### src/rtl/cic_pkg.sv
// Shared CIC helpers: width-growth arithmetic and trim/extend macros for the
// width rules used by both the decimator and the interpolator.
`ifndef CIC_PKG_MACROS_SVH
`define CIC_PKG_MACROS_SVH
// Keep the OW most significant bits of a VW-bit vector (drops LSBs).
`define CIC_TRIM(v, vw, ow) v[(vw)-1 -: (ow)]
// Left-justify a VW-bit vector into OW bits, OW > VW (zero-fills LSBs).
`define CIC_EXTEND(v, vw, ow) {v, {((ow)-(vw)){1'b0}}}
`endif

package cic_pkg;

  typedef enum logic {
    CIC_DECIMATE    = 1'b0,
    CIC_INTERPOLATE = 1'b1
  } cic_dir_e;

  // Ceiling log2; clog2(0) = clog2(1) = 0.
  function automatic int unsigned clog2(input longint unsigned v);
    int unsigned r;
    r = 0;
    for (int i = 0; i < 63; i++) begin
      if ((64'd1 << i) < v) r = 32'(i) + 32'd1;
    end
    return r;
  endfunction

  // Bits of growth: (R*M)^N for the decimator, (R*M)^N / R for the interpolator.
  function automatic int unsigned cic_growth(input int unsigned n, input int unsigned r,
                                             input int unsigned m, input cic_dir_e dir);
    longint unsigned g;
    g = 64'd1;
    for (int unsigned k = 0; k < n; k++) g = g * (64'(r) * 64'(m));
    if (dir == CIC_INTERPOLATE) g = g / 64'(r);
    return clog2(g);
  endfunction

endpackage

### src/rtl/cic_integrator.sv
// W-bit enabled accumulator with synchronous clear.
// Ports: clk, i_clr (sync clear), i_en (accumulate enable), i_in (addend),
//        o_acc (registered running sum, modular wrap).
module cic_integrator
  import cic_pkg::*;
#(
  parameter int unsigned W = 8
) (
  input  logic         clk,
  input  logic         i_clr,
  input  logic         i_en,
  input  logic [W-1:0] i_in,
  output logic [W-1:0] o_acc
);

  logic [W-1:0] r_acc;

  always_ff @(posedge clk) begin
    if (i_clr)     r_acc <= '0;
    else if (i_en) r_acc <= r_acc + i_in;
  end

  assign o_acc = r_acc;

endmodule

### src/rtl/cic_interpolator.sv
// Cascaded integrator-comb interpolator: comb at the low rate, zero-stuff by R,
// integrators at the high rate. One x consumed per R enabled clocks.
// Ports: clk, rst (sync, active-high), enabled (clock enable), x (low-rate in),
//        clk_transfer (comb strobe, cycle that consumes x), y (registered
//        high-rate out), y_valid (registered, high for each enabled cycle).
module cic_interpolator
  import cic_pkg::*;
#(
  parameter int unsigned N         = 3,
  parameter int unsigned R         = 4,
  parameter int unsigned M         = 1,
  parameter int unsigned X_WIDTH   = 8,
  parameter int unsigned Y_WIDTH   = 8,
  parameter int unsigned PRECISION = 8
) (
  input  logic               clk,
  input  logic               rst,
  input  logic               enabled,
  input  logic [X_WIDTH-1:0] x,
  output logic               clk_transfer,
  output logic [Y_WIDTH-1:0] y,
  output logic               y_valid
);

  localparam int unsigned GROWTH = cic_growth(N, R, M, CIC_INTERPOLATE);
  localparam int unsigned W      = PRECISION + GROWTH;
  localparam int unsigned PW     = (R > 1) ? clog2(64'(R)) : 1;

  logic [PW-1:0]        r_phase;
  logic [PRECISION-1:0] w_xp;
  logic [W-1:0]         w_c0;
  logic [W-1:0]         w_stuff;
  logic [W-1:0]         w_int_out;
  logic [Y_WIDTH-1:0]   w_y_next;
  logic [Y_WIDTH-1:0]   r_y;
  logic                 r_y_valid;

  // Phase counter; reset forces the first post-reset enabled cycle to transfer.
  always_ff @(posedge clk) begin
    if (rst)          r_phase <= '0;
    else if (enabled) r_phase <= (r_phase == PW'(R - 1)) ? '0 : r_phase + PW'(1);
  end

  assign clk_transfer = enabled & ~rst & (r_phase == '0);

  // Input conditioning to PRECISION bits, then sign extension to W.
  if (PRECISION < X_WIDTH) begin : g_x_trim
    logic w_unused_x_lsbs;
    assign w_xp            = `CIC_TRIM(x, X_WIDTH, PRECISION);
    assign w_unused_x_lsbs = ^x[X_WIDTH-PRECISION-1:0];
  end else if (PRECISION == X_WIDTH) begin : g_x_pass
    assign w_xp = x;
  end else begin : g_x_ext
    assign w_xp = `CIC_EXTEND(x, X_WIDTH, PRECISION);
  end

  assign w_c0 = W'($signed(w_xp));

  // Comb chain at the low rate; delay lines advance only on transfer cycles.
  for (genvar k = 0; k < N; k++) begin : g_comb
    logic [W-1:0] w_in;
    logic [W-1:0] w_out;
    logic [W-1:0] r_dly [M];

    if (k == 0) begin : g_first
      assign w_in = w_c0;
    end else begin : g_next
      assign w_in = g_comb[k-1].w_out;
    end

    always_ff @(posedge clk) begin
      if (rst) begin
        for (int m = 0; m < M; m++) r_dly[m] <= '0;
      end else if (clk_transfer) begin
        r_dly[0] <= w_in;
        for (int m = 1; m < M; m++) r_dly[m] <= r_dly[m-1];
      end
    end

    assign w_out = w_in - r_dly[M-1];
  end

  // Zero-stuff: comb output enters the integrators only on transfer cycles.
  assign w_stuff = clk_transfer ? g_comb[N-1].w_out : '0;

  // Integrator pipeline: each stage adds the previous stage's registered sum.
  for (genvar k = 0; k < N; k++) begin : g_int
    logic [W-1:0] w_in;
    logic [W-1:0] w_acc;

    if (k == 0) begin : g_first
      assign w_in = w_stuff;
    end else begin : g_next
      assign w_in = g_int[k-1].w_acc;
    end

    cic_integrator #(.W(W)) u_int (
      .clk   (clk),
      .i_clr (rst),
      .i_en  (enabled),
      .i_in  (w_in),
      .o_acc (w_acc)
    );
  end

  assign w_int_out = g_int[N-1].w_acc;

  // Output width rule: keep MSBs when narrowing, left-justify when widening.
  if (Y_WIDTH <= W) begin : g_y_trim
    assign w_y_next = `CIC_TRIM(w_int_out, W, Y_WIDTH);
    if (Y_WIDTH < W) begin : g_lsbs
      logic w_unused_y_lsbs;
      assign w_unused_y_lsbs = ^w_int_out[W-Y_WIDTH-1:0];
    end
  end else begin : g_y_ext
    assign w_y_next = `CIC_EXTEND(w_int_out, W, Y_WIDTH);
  end

  always_ff @(posedge clk) begin
    if (rst) begin
      r_y       <= '0;
      r_y_valid <= 1'b0;
    end else begin
      r_y_valid <= enabled;
      if (enabled) r_y <= w_y_next;
    end
  end

  assign y       = r_y;
  assign y_valid = r_y_valid;

endmodule

### config.mk
export PLATFORM = sky130hd
export DESIGN_NAME = cic_interpolator
export DESIGN_NICKNAME = d
export VERILOG_FILES = /design/src/rtl/cic_pkg.sv /design/src/rtl/cic_integrator.sv /design/src/rtl/cic_interpolator.sv
export SDC_FILE = /design/constraint.sdc
export NUM_CORES = 1
export LEC_CHECK = 0
export CAP_MARGIN = 20
export CORE_MARGIN = 8
export CORE_UTILIZATION = 40
export CTS_CLUSTER_SIZE = 10
export DETAILED_ROUTE_END_ITERATION = 12
export HOLD_SLACK_MARGIN = 0.08
export PLACE_DENSITY_LB_ADDON = 0.2
export SLEW_MARGIN = 0
export SYNTH_ARGS = -nofsm -noshare
export SYNTH_HDL_FRONTEND = slang
export SYNTH_SLANG_ARGS = --single-unit
export TNS_END_PERCENT = 5
### constraint.sdc
create_clock -name clk -period 6.82 [get_ports clk]
set_clock_uncertainty 0.2 [all_clocks]
set_input_delay 1.364 -clock clk [delete_from_list [all_inputs] [get_ports clk]]
set_output_delay 1.364 -clock clk [all_outputs]
set_load 0.01 [all_outputs]
-- Yosys cells after proc, flatten, opt, wreduce, memory -nomap -nowiden
Memory sizes are Yosys's and may differ from the RTL's.
Cells that the tools add are included.
Widths: inputs -> output; s select.
- RAM bits: 36
- logic and storage cells: 37
- flip-flop bits (word level): 47
- bits of input ports: 11
- memories kept: 3
- memory list (memory ; depth ; bits a word ; read ports ; clocked after memory_dff ; wr ports ; RTL line ; RTL):
    g_comb[0].r_dly ; 1 ; 12 ; 1 ; 0 ; 1 ; cic_interpolator.sv:63 ; logic [W-1:0] r_dly [M];
    g_comb[1].r_dly ; 1 ; 12 ; 1 ; 0 ; 1 ; cic_interpolator.sv:63 ;
    g_comb[2].r_dly ; 1 ; 12 ; 1 ; 0 ; 1 ; cic_interpolator.sv:63 ;
- bitwise operators: 3
- mux-type cells: 13
- eq/ne operators: 1
- reductions and logical operators: 4
- add/sub/neg operators: 7
- operator list (kind ; count):
    $mux 12 ; 4
    $add 12x12->12 ; 3
    $reduce_or 12->1 ; 3
    $sub 12x12->12 ; 3
    $mux 1 ; 8
    $add 2x1->2 const B ; 1
    $and 1x1->1 ; 2
    $eq 2x2->1 const B ; 1
    $logic_not 2->1 ; 1
    $mux 2 ; 1
    $not 1->1 ; 1

-- Depth between registers and ports, before layout
- depth in word-level cells: 8
- depth in mapped cells: 28

-- By module
From an unflattened synthesis, not the netlist that was laid out.
- cells, all modules: 614
- area, all modules: 5754.3 µm²
- modules (own cells, without submodules) (module ; sequential area each (µm²) ; cells an instance ; area an instance (µm²) ; times used):
    cic_interpolator ; 1181.1 ; 310 ; 2987.9 ; 1
    cic_integrator at g_int[0].u_int ; 240.2 ; 115 ; 997.2 ; 1
    cic_integrator at g_int[1].u_int ; 240.2 ; 96 ; 889.6 ; 1
    cic_integrator at g_int[2].u_int ; 240.2 ; 93 ; 879.6 ; 1

-- Worst setup path before layout
OpenSTA, ideal clock, no wires.
- path type: input port to flip-flop
- start: input x[0]
- end: register g_int[0].u_int.r_acc[11]
- arrival time: 5.802 ns
- setup time: 0.129 ns
- path slack: 0.689 ns
- cell stages on the path: 26
- path through: inv_1 ha_1 inv_1 fa_1 a21o_1 a21oi_1 xnor2_1 ha_1 a21boi_0 o21ai_0 a21oi_1 o21ai_0 nand2_1 xor2_1 ha_1 and3_1 a211oi_2 xor2_1 nor2_1 ha_1 or2_2 a21oi_1 a21oi_1 and4_1 o21ai_0 nand4_1
- longest elaborated chain between the ends: 5
- ends and longest elaborated chain (item ; RTL line ; RTL):
    from (decl) ; cic_interpolator.sv:19 ; input logic [X_WIDTH-1:0] x,
    $sub 12x12->12 ; cic_interpolator.sv:80 ; assign w_out = w_in - r_dly[M-1];
    via g_comb[0].w_out[4] ; cic_interpolator.sv:62 ; logic [W-1:0] w_out;
    $sub 12x12->12 ; cic_interpolator.sv:80 ;
    via g_comb[1].w_out[8] ; cic_interpolator.sv:62 ;
    $sub 12x12->12 ; cic_interpolator.sv:80 ;
    $mux 12 ; cic_interpolator.sv:84 ; assign w_stuff = clk_transfer ? g_comb[N-1].w_out : '0;
    $add 12x12->12 ; cic_integrator.sv:20 ; else if (i_en) r_acc <= r_acc + i_in;
    to (signal assigned) ; cic_integrator.sv:20 ;
    to (decl) ; cic_integrator.sv:16 ; logic [W-1:0] r_acc;
The timed path passes the listed nets, and every way through them passes these cells.
A chain may end at the register's enable or synchronous reset.

-- Final worst setup path
Same ends and word-level chain as after synthesis.

==> results.yml <==
outcome:
  status: "completed"
run:
  cap_violations: 0
sta:
  fin_crit_ns: 6.43
  finalHoldViolCount: 0
  finalMaxSlewViolations: 0
  fmax_mhz: 155
  worst_pin_slew_ns: 0.743
  finalSetupViolCount: 0
  rsz0062_at_grt: "false"
  fin_crit_sh_pct: 94.3
  hold_ws_ns: 0.292
  slew_headroom_pct: 50.3
logic_synthesis:
  synth_ff_type: "dfxtp_1"
  synth_area_um2: 5680
  yosys_warnings: 0
  synth_nets: 730
  synth_edf_count: 32
  synth_cell_types: 48
  syn_inst: 648
  syn_avg_cell_area_um2: 8.77
  synthArstFlopShare_pct: 0
  ys_ff_latch: 79
  seq_area_frac_synth_pct: 33.5
clocking:
  htreeDepth: 3
  cts_root_buf: "clkbuf_16"
  worstSkewPairLatency_ns: 0.34
  clockBufferDepth: 2
  cts_tree: "yes"
  clk_pin_slew_ns: 0.06
  cts.sinks: 79
  postCtsHoldBufs: 0
  cts_made_buffers: 9
cells_and_area:
  final-seq-area_um2: 1900
  layout.nets: 755
  final_util_pct: 46.4
  fillers: 1358
  syn2layout_area_growth_pct: 13.3
  final_cell_area_um2: 6440
  final_cell_mix: "72 x nor2_1, 69 x inv_1, 65 x ha_1, 47 x dfxtp_1, 37 x a21oi_1"
  multiInputGateArea_um2: 3460
  mostFrequentLayoutCell: "nor2_1"
  num_antenna_cells: 0
  stdcell_count: 858
  drive_above_1_share_pct: 6.05
setup_path:
  cp_max_fo: 6
  crit_path_start_kind: "input pin"
  slowest_delay_ns: 0.50
  crit_type: "input pin to register"
  worstPathArrival_ns: 6.46
  cp.required_ns: 6.84
  endpoint_kind: "register"
  r2r_cells: 25
  slowest_stage: "fa_1"
routing:
  initialDrtViolationCount: 179
  ant_nets: 0
  drc: 0
  first_pass_iters: 4
  vias: 4436
  drt-total-wl_um: 11700
  vias_per_cell: 5.17
  routedWlPerCell_um: 13.6
global_route:
  grt_use_total_pct: 13.3
  grt_pass1_wl_um: 20000
  grt_start_max_net_pins: 55
  gr-total-overflow: 0
  antenna_found_initial: 0
  grt_pass1_vias: 4278
worst_hold_path:
  min_path_type: "register to register"
  hold_depth: 2
power:
  p_per_area_nw_per_um2: 297
  ir_drop_mv: 0.137
  p_leak_nw: 2.83
floorplanning:
  start_util_pct: 41.0
  fp.dieArea_um2: 18300
  ioPinCount: 21
  die_h_um: 135
  std_cell_rows: 43
  die_width_um: 135
  coreArea_um2: 13900
placed_design:
  io_buffer_count: 20
  place_congestion: 0.859
  placed_cell_area_um2: 6120
  dp_hpwl_um: 8480
  dp_cells: 842
-- synthesized netlist by cell type, types with 4 or more instances --
library cell	count	area share, %
ha_1	65	14
nand2_1	36	2.4
nand3_1	20	1.8
dfxtp_1	47	17
a31oi_1	5	0.55
o21bai_1	6	0.79
a211oi_1	4	0.53
nand3b_1	5	0.66
o211ai_1	5	0.66
o21ai_0	23	2.0
nor4b_1	5	0.77
a21oi_1	40	3.5
and3_1	13	1.4
edfxtp_1	32	17
and2_1	17	1.9
xnor2_1	24	3.7
inv_1	69	4.6
fa_1	6	2.1
a21boi_0	4	0.53
a2111o_1	4	0.79
a21o_1	6	0.79
nor3_1	26	2.3
nor2b_1	15	1.7
mux2i_1	25	4.4
o21a_1	15	2.0
clkbuf_1	15	0.99
nand2b_1	6	0.66
xor2_1	8	1.2
nor2_1	72	4.8
-- area by class of cell --
| cell class | instances | share of cell area (%) |
|---|---|---|
| multi-input combinational | 481 | 53.7 |
| sequential | 79 | 29.5 |
| clock buffer | 14 | 4.58 |
| timing repair buffer | 33 | 4.47 |
| inverter | 69 | 4.02 |
| tap | 180 | 3.50 |
| clock inverter | 2 | 0.155 |
-- where the power goes --
group	switching [mW]	internal (mW)
clock	0.193	0.298
sequential	0.0304	0.543
combinational	0.458	0.389
-- final timing paths --
kind,to,slack (ns),startpoint
min,y[2]$_SDFFE_PP0P_,0.29,y[2]$_SDFFE_PP0P_
min reg2reg,y[2]$_SDFFE_PP0P_,0.29,y[2]$_SDFFE_PP0P_
max reg2reg,g_int[0].u_int.o_acc[11]$_SDFFE_PP0P_,1.57,g_comb[0].r_dly[0][0]$_SDFFCE_PN0P_
max,g_int[0].u_int.o_acc[11]$_SDFFE_PP0P_,0.39,x[0]
-- flip-flops by register name, summed over array words and instances (netlist names) --
signal / cells
g_int.u_int.o_acc: 36
g_comb.r_dly: 32
y: 8
r_phase: 2
y_valid: 1
-- metal layers --
layer,share of wire [%],global-route usage [%],vias to the layer above,routed length [µm]
li1,-,-,2307,-
met1,52,18.1,2066,6090
met2,43,20.5,53,5070
met3,3.2,2.82,10,377
met4,1.3,4.63,0,156
met5,0,0,-,0
-- cell families (layout without fill, tap and decap cells) --
| group | after synthesis | in the layout | share of synthesized area [%] |
|---|---|---|---|
| XOR/XNOR | 33 | 33 | 5.22 |
| AND/OR/NAND/NOR | 224 | 224 | 19.5 |
| buffers and inverters | 88 | 118 | 5.83 |
| flip-flops | 79 | 79 | 33.5 |
| multiplexers | 25 | 25 | 4.40 |
| AO/OA/AOI/OAI | 128 | 128 | 15.2 |
| adder cells (fa/ha/maj) | 71 | 71 | 16.4 |
-- worst max-delay path: cells and delay by family --
family                   cells  cell delay, ns
AO/OA/AOI/OAI                9            1.40
XOR/XNOR                     2            0.38
adder cells (fa/ha/maj)      5            1.67
buffers and inverters        4            0.61
AND/OR/NAND/NOR              7            1.04
-- through the flow --
stage	setup slack [ns]	power (mW)	TNS, ns
global route	0.0342	2.05	0
finish	0.387	1.91	0
floorplan	0.689	1.22	0
detailed placement	-0.107	1.42	-0.107
CTS	0.240	1.92	0
global placement	-0.0164	1.41	-0.0164
-- timing repair --
item / in CTS / in global routing
setup endpoints to repair: 0 / 1
gates resized for setup: 0 / 7
buffers inserted: 0 / 0
(Power assumes the default switching activity.)
